--- src/rtl/hilo_mult_unit.sv ---
// hilo_mult_unit
//   Iterative shift-add multiplier for mult/multu that also owns the HI/LO
//   registers. One multiplier bit is consumed per clock. The fetch stage is
//   stalled while the multiply is in flight so HI/LO are valid before any
//   mfhi/mflo can read them.
//
//   Ports
//     clk          clock, all state on the rising edge
//     rst          asynchronous active-low reset
//     enhilo_EX    start request (mult/multu decoded)
//     signed_EX    1 = mult (signed), 0 = multu
//     a_EX, b_EX   rs / rt operands, sampled only on the start edge
//     stall_FETCH  high while a multiply is in progress (state != IDLE)
//     done         one-cycle pulse after HI/LO have been written
//     hi, lo       HI / LO registers (upper / lower half of the product)
module hilo_mult_unit #(
  parameter int WIDTH = 32
) (
  input  logic             clk,
  input  logic             rst,
  input  logic             enhilo_EX,
  input  logic             signed_EX,
  input  logic [WIDTH-1:0] a_EX,
  input  logic [WIDTH-1:0] b_EX,
  output logic             stall_FETCH,
  output logic             done,
  output logic [WIDTH-1:0] hi,
  output logic [WIDTH-1:0] lo
);

  localparam int CW = $clog2(WIDTH);

  typedef enum logic [1:0] {
    IDLE = 2'd0,
    RUN  = 2'd1,
    FIX  = 2'd2
  } state_t;

  state_t               state_q, state_d;
  logic [2*WIDTH-1:0]   mcand_q, mcand_d;   // multiplicand, pre-shifted by count
  logic [WIDTH-1:0]     mplier_q, mplier_d;
  logic [2*WIDTH-1:0]   acc_q, acc_d;
  logic [CW-1:0]        count_q, count_d;
  logic                 neg_q, neg_d;
  logic [WIDTH-1:0]     hi_q, hi_d;
  logic [WIDTH-1:0]     lo_q, lo_d;
  logic                 done_q, done_d;
  logic [2*WIDTH-1:0]   product_s;

  // Magnitude of a two's complement operand; the most negative value maps
  // onto itself, which is the correct magnitude when read as unsigned.
  function automatic logic [WIDTH-1:0] abs_val(input logic [WIDTH-1:0] v);
    if (v[WIDTH-1]) begin
      abs_val = ~v + {{(WIDTH-1){1'b0}}, 1'b1};
    end else begin
      abs_val = v;
    end
  endfunction

  // Two's complement negation over the full double-width product.
  function automatic logic [2*WIDTH-1:0] neg2w(input logic [2*WIDTH-1:0] v);
    neg2w = ~v + {{(2*WIDTH-1){1'b0}}, 1'b1};
  endfunction

  // Final sign correction applied on the FIX edge.
  always_comb begin
    if (neg_q) begin
      product_s = neg2w(acc_q);
    end else begin
      product_s = acc_q;
    end
  end

  // Next-state and datapath control for IDLE -> RUN -> FIX -> IDLE.
  always_comb begin
    state_d  = state_q;
    mcand_d  = mcand_q;
    mplier_d = mplier_q;
    acc_d    = acc_q;
    count_d  = count_q;
    neg_d    = neg_q;
    hi_d     = hi_q;
    lo_d     = lo_q;
    done_d   = 1'b0;
    case (state_q)
      IDLE: begin
        if (enhilo_EX) begin
          if (signed_EX) begin
            mcand_d  = {{WIDTH{1'b0}}, abs_val(a_EX)};
            mplier_d = abs_val(b_EX);
            neg_d    = a_EX[WIDTH-1] ^ b_EX[WIDTH-1];
          end else begin
            mcand_d  = {{WIDTH{1'b0}}, a_EX};
            mplier_d = b_EX;
            neg_d    = 1'b0;
          end
          acc_d   = {(2*WIDTH){1'b0}};
          count_d = {CW{1'b0}};
          state_d = RUN;
        end else begin
          state_d = IDLE;
        end
      end
      RUN: begin
        if (mplier_q[0]) begin
          acc_d = acc_q + mcand_q;
        end else begin
          acc_d = acc_q;
        end
        mcand_d  = mcand_q << 1;
        mplier_d = mplier_q >> 1;
        count_d  = count_q + {{(CW-1){1'b0}}, 1'b1};
        if (count_q == CW'(WIDTH - 1)) begin
          state_d = FIX;
        end else begin
          state_d = RUN;
        end
      end
      FIX: begin
        hi_d    = product_s[2*WIDTH-1:WIDTH];
        lo_d    = product_s[WIDTH-1:0];
        done_d  = 1'b1;
        state_d = IDLE;
      end
      default: begin
        state_d = IDLE;
      end
    endcase
  end

  // State and datapath registers; reset discards any in-flight multiply.
  always_ff @(posedge clk or negedge rst) begin
    if (!rst) begin
      state_q  <= IDLE;
      mcand_q  <= {(2*WIDTH){1'b0}};
      mplier_q <= {WIDTH{1'b0}};
      acc_q    <= {(2*WIDTH){1'b0}};
      count_q  <= {CW{1'b0}};
      neg_q    <= 1'b0;
      hi_q     <= {WIDTH{1'b0}};
      lo_q     <= {WIDTH{1'b0}};
      done_q   <= 1'b0;
    end else begin
      state_q  <= state_d;
      mcand_q  <= mcand_d;
      mplier_q <= mplier_d;
      acc_q    <= acc_d;
      count_q  <= count_d;
      neg_q    <= neg_d;
      hi_q     <= hi_d;
      lo_q     <= lo_d;
      done_q   <= done_d;
    end
  end

  assign stall_FETCH = (state_q != IDLE);
  assign done        = done_q;
  assign hi          = hi_q;
  assign lo          = lo_q;

endmodule

--- config.mk ---
export PLATFORM = sky130hd
export DESIGN_NAME = hilo_mult_unit
export DESIGN_NICKNAME = d
export VERILOG_FILES = /design/src/rtl/hilo_mult_unit.sv
export SDC_FILE = /design/constraint.sdc
export NUM_CORES = 1
export LEC_CHECK = 0
export ABC_AREA = 1
export BUFFER_PORTS_ARGS = -buffer_cell sky130_fd_sc_hd__buf_2
export CAP_MARGIN = 40
export CORE_MARGIN = 2
export CORE_UTILIZATION = 60
export CTS_CLUSTER_DIAMETER = 100
export DETAILED_ROUTE_END_ITERATION = 12
export PLACE_DENSITY = 0.79
export SLEW_MARGIN = 40
export SYNTH_ARGS = -nofsm -noshare
export SYNTH_HDL_FRONTEND = slang
export SYNTH_SLANG_ARGS = --single-unit
--- constraint.sdc ---
create_clock -name clk -period 2.85 [get_ports clk]
set_clock_uncertainty 0.15 [all_clocks]
set_input_delay 0.285 -clock clk [delete_from_list [all_inputs] [get_ports clk]]
set_output_delay 0.285 -clock clk [all_outputs]
set_load 0.05 [all_outputs]
; Word level (Yosys, flattened, before mapping)
; Cells that the tools add are included.
[totals]
regBits = 233
latch_bits = 0
mem_bits_rw = 0
mem_bits_ro = 0
input_bits = 68
output_inout_bits = 66
memories = 0
[op_classes]
add_sub_neg = 5
n_mul = 0
div = 0
order_cmp = 0
eq_ne = 5
n_shift = 0
n_mux = 19
bitwise_logic = 4
n_reduce_logical = 6
[ops]
columns = cell, count
row1 = $mux W64, 4
row2 = $pmux W64 S2, 2
row3 = $mux W32, 5
row4 = $add A32 B1 Y32 const B, 2
row5 = $add A64 B1 Y64 const B, 1
row6 = $add A64 B64 Y64, 1
row7 = $not A32 Y32, 2
row8 = $not A64 Y64, 1
row9 = $pmux W32 S2, 1
row10 = $pmux W5 S2, 1
row11 = $add A5 B1 Y5 const B, 1
row12 = $eq A5 B5 Y1 const B, 1
row13 = $mux W5, 1
row14 = $ne A2 B2 Y1 const B, 2
row15 = $pmux W2 S2, 1
row16 = $reduce_and A2 Y1, 2
row17 = $reduce_bool A2 Y1, 2
row18 = $mux W1, 3
row19 = $reduce_and A3 Y1, 1
row20 = $eq A2 B1 Y1 const B, 1
row21 = $eq A2 B2 Y1 const B, 1
row22 = $logic_not A2 Y1, 1
row23 = $mux W2, 1
row24 = $xor A1 B1 Y1, 1

; Depth between registers and ports, before layout
[depth]
ltp_word = 6
ltp_mapped = 17
mapped_depth_nobuf = 17

; Least setup slack after synthesis
; No wires, ideal clock.
[synth_path]
path_kind = register to register
start = register mcand_q[0]
end = register acc_q[62]
t_arrival_ps = 1794
t_required_ps = 2582
setup_slack_ps = 788
path_stages_with_launch = 18
path_cell_list = dfrtp_1 ha_1 inv_1 fa_1 inv_1 nand3_1 inv_1 nand2_1 nand3_1 nand2_1 nand2_1 nand2_1 nand2_1 nand2_1 nand2_1 nand2_1 nand3_1 nand2_1
[synth_between]
elab_chain_cells = 3
[synth_rtl]
columns = item, line
row1 = "start, declared", 40  ; logic [2*WIDTH-1:0] mcand_q, mcand_d;
row2 = "start signal, assigned", 135  ; mcand_q <= {(2*WIDTH){1'b0}};
row3 = "start signal, assigned", 145  ; mcand_q <= mcand_d;
row4 = $add A64 B64 Y64, 106  ; acc_d = acc_q + mcand_q;
row5 = $mux W64, 105  ; if (mplier_q[0]) begin
row6 = $pmux W64 S2, 85  ; case (state_q)
row7 = "end signal, assigned", 137  ; acc_q <= {(2*WIDTH){1'b0}};
row8 = "end, declared", 42  ; logic [2*WIDTH-1:0] acc_q, acc_d;
; No other way between the ends. The select of a mux whose other input is x is not followed.
; A chain may end at the register's enable or synchronous reset.

; Worst setup path in the final report
[layout_path]
start = register acc_q[18]
end = register acc_q[39]
[layout_between]
elab_chain_cells = 3
[layout_rtl]
columns = item, line
row1 = $add A64 B64 Y64, 106
row2 = $mux W64, 105
row3 = $pmux W64 S2, 85
; No other way between the ends. The select of a mux whose other input is x is not followed.

==> results.md <==
* Status: complete, no violations
* Worst reg2reg path depth at 13
* Initial DRC Count at between 2000 and 2500
* Critical path class: reg2reg
* Vias post-DR at just over 20000
* Switch share at 0.5309
* GRT Util Overall at 0.3983
* Fillers at ~2600
* DRC viols at 0
* Nets at approximately 3300
* Layout cell share with drive strength beyond 1 at 0.09471
* Post-route ant nets at 0
* Endpoints failing hold at 0
* Largest net degree at the start of global routing at 79
* Port Buf Inserts at 133
* Clock tree sinks at roughly 230
* Core footprint at 0.03043 mm2
* Pre-antenna DRT Iters at 6
* Root Driver: clkbuf_16
* Worst slew pin tran at around 0.73 ns
* Routed len/inst at ~18 um
* Hold path depth at 4
* Final Instance Area at between 0.02 and 0.025 mm2
* GPL Wtd Cong at a little over 1
* Final Critical Period at 2.709 ns
* Grt total ovfl at 0
* Non-Filler Instances at about 3600
* HPWL Detailed at 47680 um
* Switching power at ~13 mW
* Final Max Slew Viols at 0
* Max rail drop VDD at 844.2 uV
* Crit path arrival time at about 3 ns
* CTS H-tree depth at 1
* CP max FO at 5
* Vias in the first global route at ~19000
* Die Ht at between 150 and 200 um
* CTS buffer count at 28
* Initial antenna violation count at 1
* Clock power frac at 0.162
* TritonCTS clock tree: built
* Top Ports at between 100 and 150
* Number of setup buffers added after CTS at 0
* Setup TNS at 0 ns
* FF+latch count, synth at about 230
* Worst setup margin at approximately 0.14 ns
* Cells after DPL at between 3000 and 4000
* First-pass GRT wire length at roughly 100000 um
* Dpl ws at about 0.22 ns
* Synthesis-to-layout area growth at 15.40%
* Clock buffer depth at 3
* Die area at 0.03213 mm2
* Commonest non-fill, non-tap cell in the layout: nand2_1
* Hold endpoint: mcand_q[17]$_DFFE_PN0P_
* Logic gate share of total power at 0.596
* Clk pin slew, worst setup/hold paths at 0.07 ns
* Cell Pwr Density at ~1100 mW/mm2
* Netlist area before placement at ~0.018 mm2
* Post-Synthesis Net Count at 3074
* HP Class: in2reg
* Internal power at 11.44 mW
* Clk_lat worst skew at 0.57 ns
* Initial core utilization at 0.6056
* Post-synthesis cell count at a little under 3000
* Fmax at 369.2 MHz
* Setup violations, final at 0
* FF-to-FF End: acc_q[39]$_DFFE_PN0P_
* Register area share after synthesis at 0.3164
* R2R Setup Slk at 0.14 ns
* Area post-placement at roughly 0.02 mm2
* Die X at 179.3 um
* Crit share post-route at 0.9504
* Critical R2R Launch: acc_q[18]$_DFFE_PN0P_
* Synth warn at 0
* Routed vias/inst at between 5 and 6
* Avg Cell Area, Syn at ~6.3 um2
* Hold path startpoint: a_EX[17]
* Worst Setup SP: acc_q[18]$_DFFE_PN0P_
* Worst setup EP type: flop
* Startpoint Class: flop
* Seq pwr share at 0.241
* Total wire length at around 64000 um
* LEAKAGE at ~12 nW
* Slew HR at 0.5130
* Commonest cells after routing, fill and taps aside: nand2_1, inv_1, nor2_1, dfrtp_1, nand3_1
* # Max-Cap Violations at 0
* Required @ worst endpoint at ~3.2 ns
* Distinct cells, synth at 52
* Rows at 64
==> sequential cells by signal (all words and copies together), names as in the netlist <==
register  count
acc_q        64
mcand_q      64
hi           32
lo           32
mplier_q     32
count_q       5
state_q       2
done          1
neg_q         1
==> critical path, cell delays in order, from the launching register on <==
cell,delay (ns)
dfrtp_1,0.45
ha_1,0.40
nand2_1,0.12
nor2_1,0.23
nand2_1,0.20
nor2_1,0.14
nand2_1,0.08
nand3_1,0.25
buf_4,0.20
nand2_1,0.07
nand2_1,0.10
nand2_1,0.06
nand2_1,0.06
o21ai_1,0.07
==> worst max-delay path by stage <==
| stage | slack [ns] | cells after the start | end |
|---|---|---|---|
| final | 0.14 | 13 | acc_q[39]$_DFFE_PN0P_ |
| after global routing | -0.02 | 13 | acc_q[39]$_DFFE_PN0P_ |
| after CTS | 0.20 | 13 | acc_q[39]$_DFFE_PN0P_ |
| after detailed placement | 0.22 | 13 | acc_q[39]$_DFFE_PN0P_ |
| after global placement | 0.22 | 13 | acc_q[55]$_DFFE_PN0P_ |
| after floorplan | 0.79 | 17 | acc_q[62]$_DFFE_PN0P_ |
==> layout make-up <==
cell class	instances	area [um2]	area share
multi-input cells	2125	10380	0.4879
flip-flops and latches	233	5832	0.2742
clock inverters	18	245.2	0.01153
well taps	396	495.5	0.02330
repair buffers	235	1629	0.07660
inverters	512	1922	0.09036
clock buffers	34	764.5	0.03595
diodes	1	2.502	0.0001177
==> logic make-up after synthesis <==
logic type,share of synthesized area
AND/OR/NAND/NOR,0.3630
flip-flops,0.3164
buffers and inverters,0.1220
XOR/XNOR,0.02947
AO/OA/AOI/OAI,0.1219
adder cells (fa/ha/maj),0.04725
==> through the flow <==
stage	power, mW	hold slack (ns)	util
CTS	23.79	0.0008858	0.6982
finish	24.39	0.01468	0.6989
detailed placement	19.72	0.02420	0.6453
global placement	19.44	0.02013	0.6453
global route	26.17	0.04800	0.6989
floorplan	15.48	-0.1606	-
==> timing repair <==
| action | CTS | global route |
|---|---|---|
| endpoints found under the setup margin | 0 | 3 |
| hold buffers | 60 | 0 |
| endpoints found under the hold margin | 291 | 0 |
| gates resized for setup | 0 | 3 |
==> cells in the mapped netlist, drive strengths merged <==
cell type,n,area [um2]
a21boi,4,30.03
a21oi,80,400.4
fa,1,20.02
o21ai,174,889.6
o21bai,2,15.01
o22ai,42,262.8
a32o,1,10.01
clkbuf,37,148.9
o21a,1,7.510
xnor2,7,61.31
nor4,5,31.28
nand2,1029,3905
a22oi,56,420.4
o31ai,3,36.28
buf,30,177.7
and3,2,12.51
clkinv,2,7.510
a31oi,17,106.4
dfrtp,233,5831
xor2,55,481.7
nand4,31,193.9
and2,4,25.02
or2,9,56.31
a22o,2,17.52
nand3b,7,52.55
nor2,298,1226
o211ai,2,15.01
o32ai,2,17.52
nor3,31,191.4
ha,68,850.8
inv,510,1914
nand3,190,995.9
o221ai,2,17.52
==> power by group through the flow <==
stage               logic [mW]  registers [mW]  clock network [mW]
floorplan                 9.77            5.71                   0
global placement          13.7            5.76                   0
detailed placement        13.9            5.82                   0
CTS                       14.1            5.77                3.94
global route              16.1            5.97                4.11
finish                    14.5            5.88                3.96
==> layer usage <==
metal	GRT usage	wire length, um	share of wire	vias up
met3	0.06934	6683	0.10	210
met1	0.5509	27040	0.42	9340
met2	0.6272	27940	0.44	1126
met5	0	0	0	-
met4	0.1398	2371	0.037	0
li1	-	-	-	9665
Note: power is estimated with default switching activity, not from simulation.
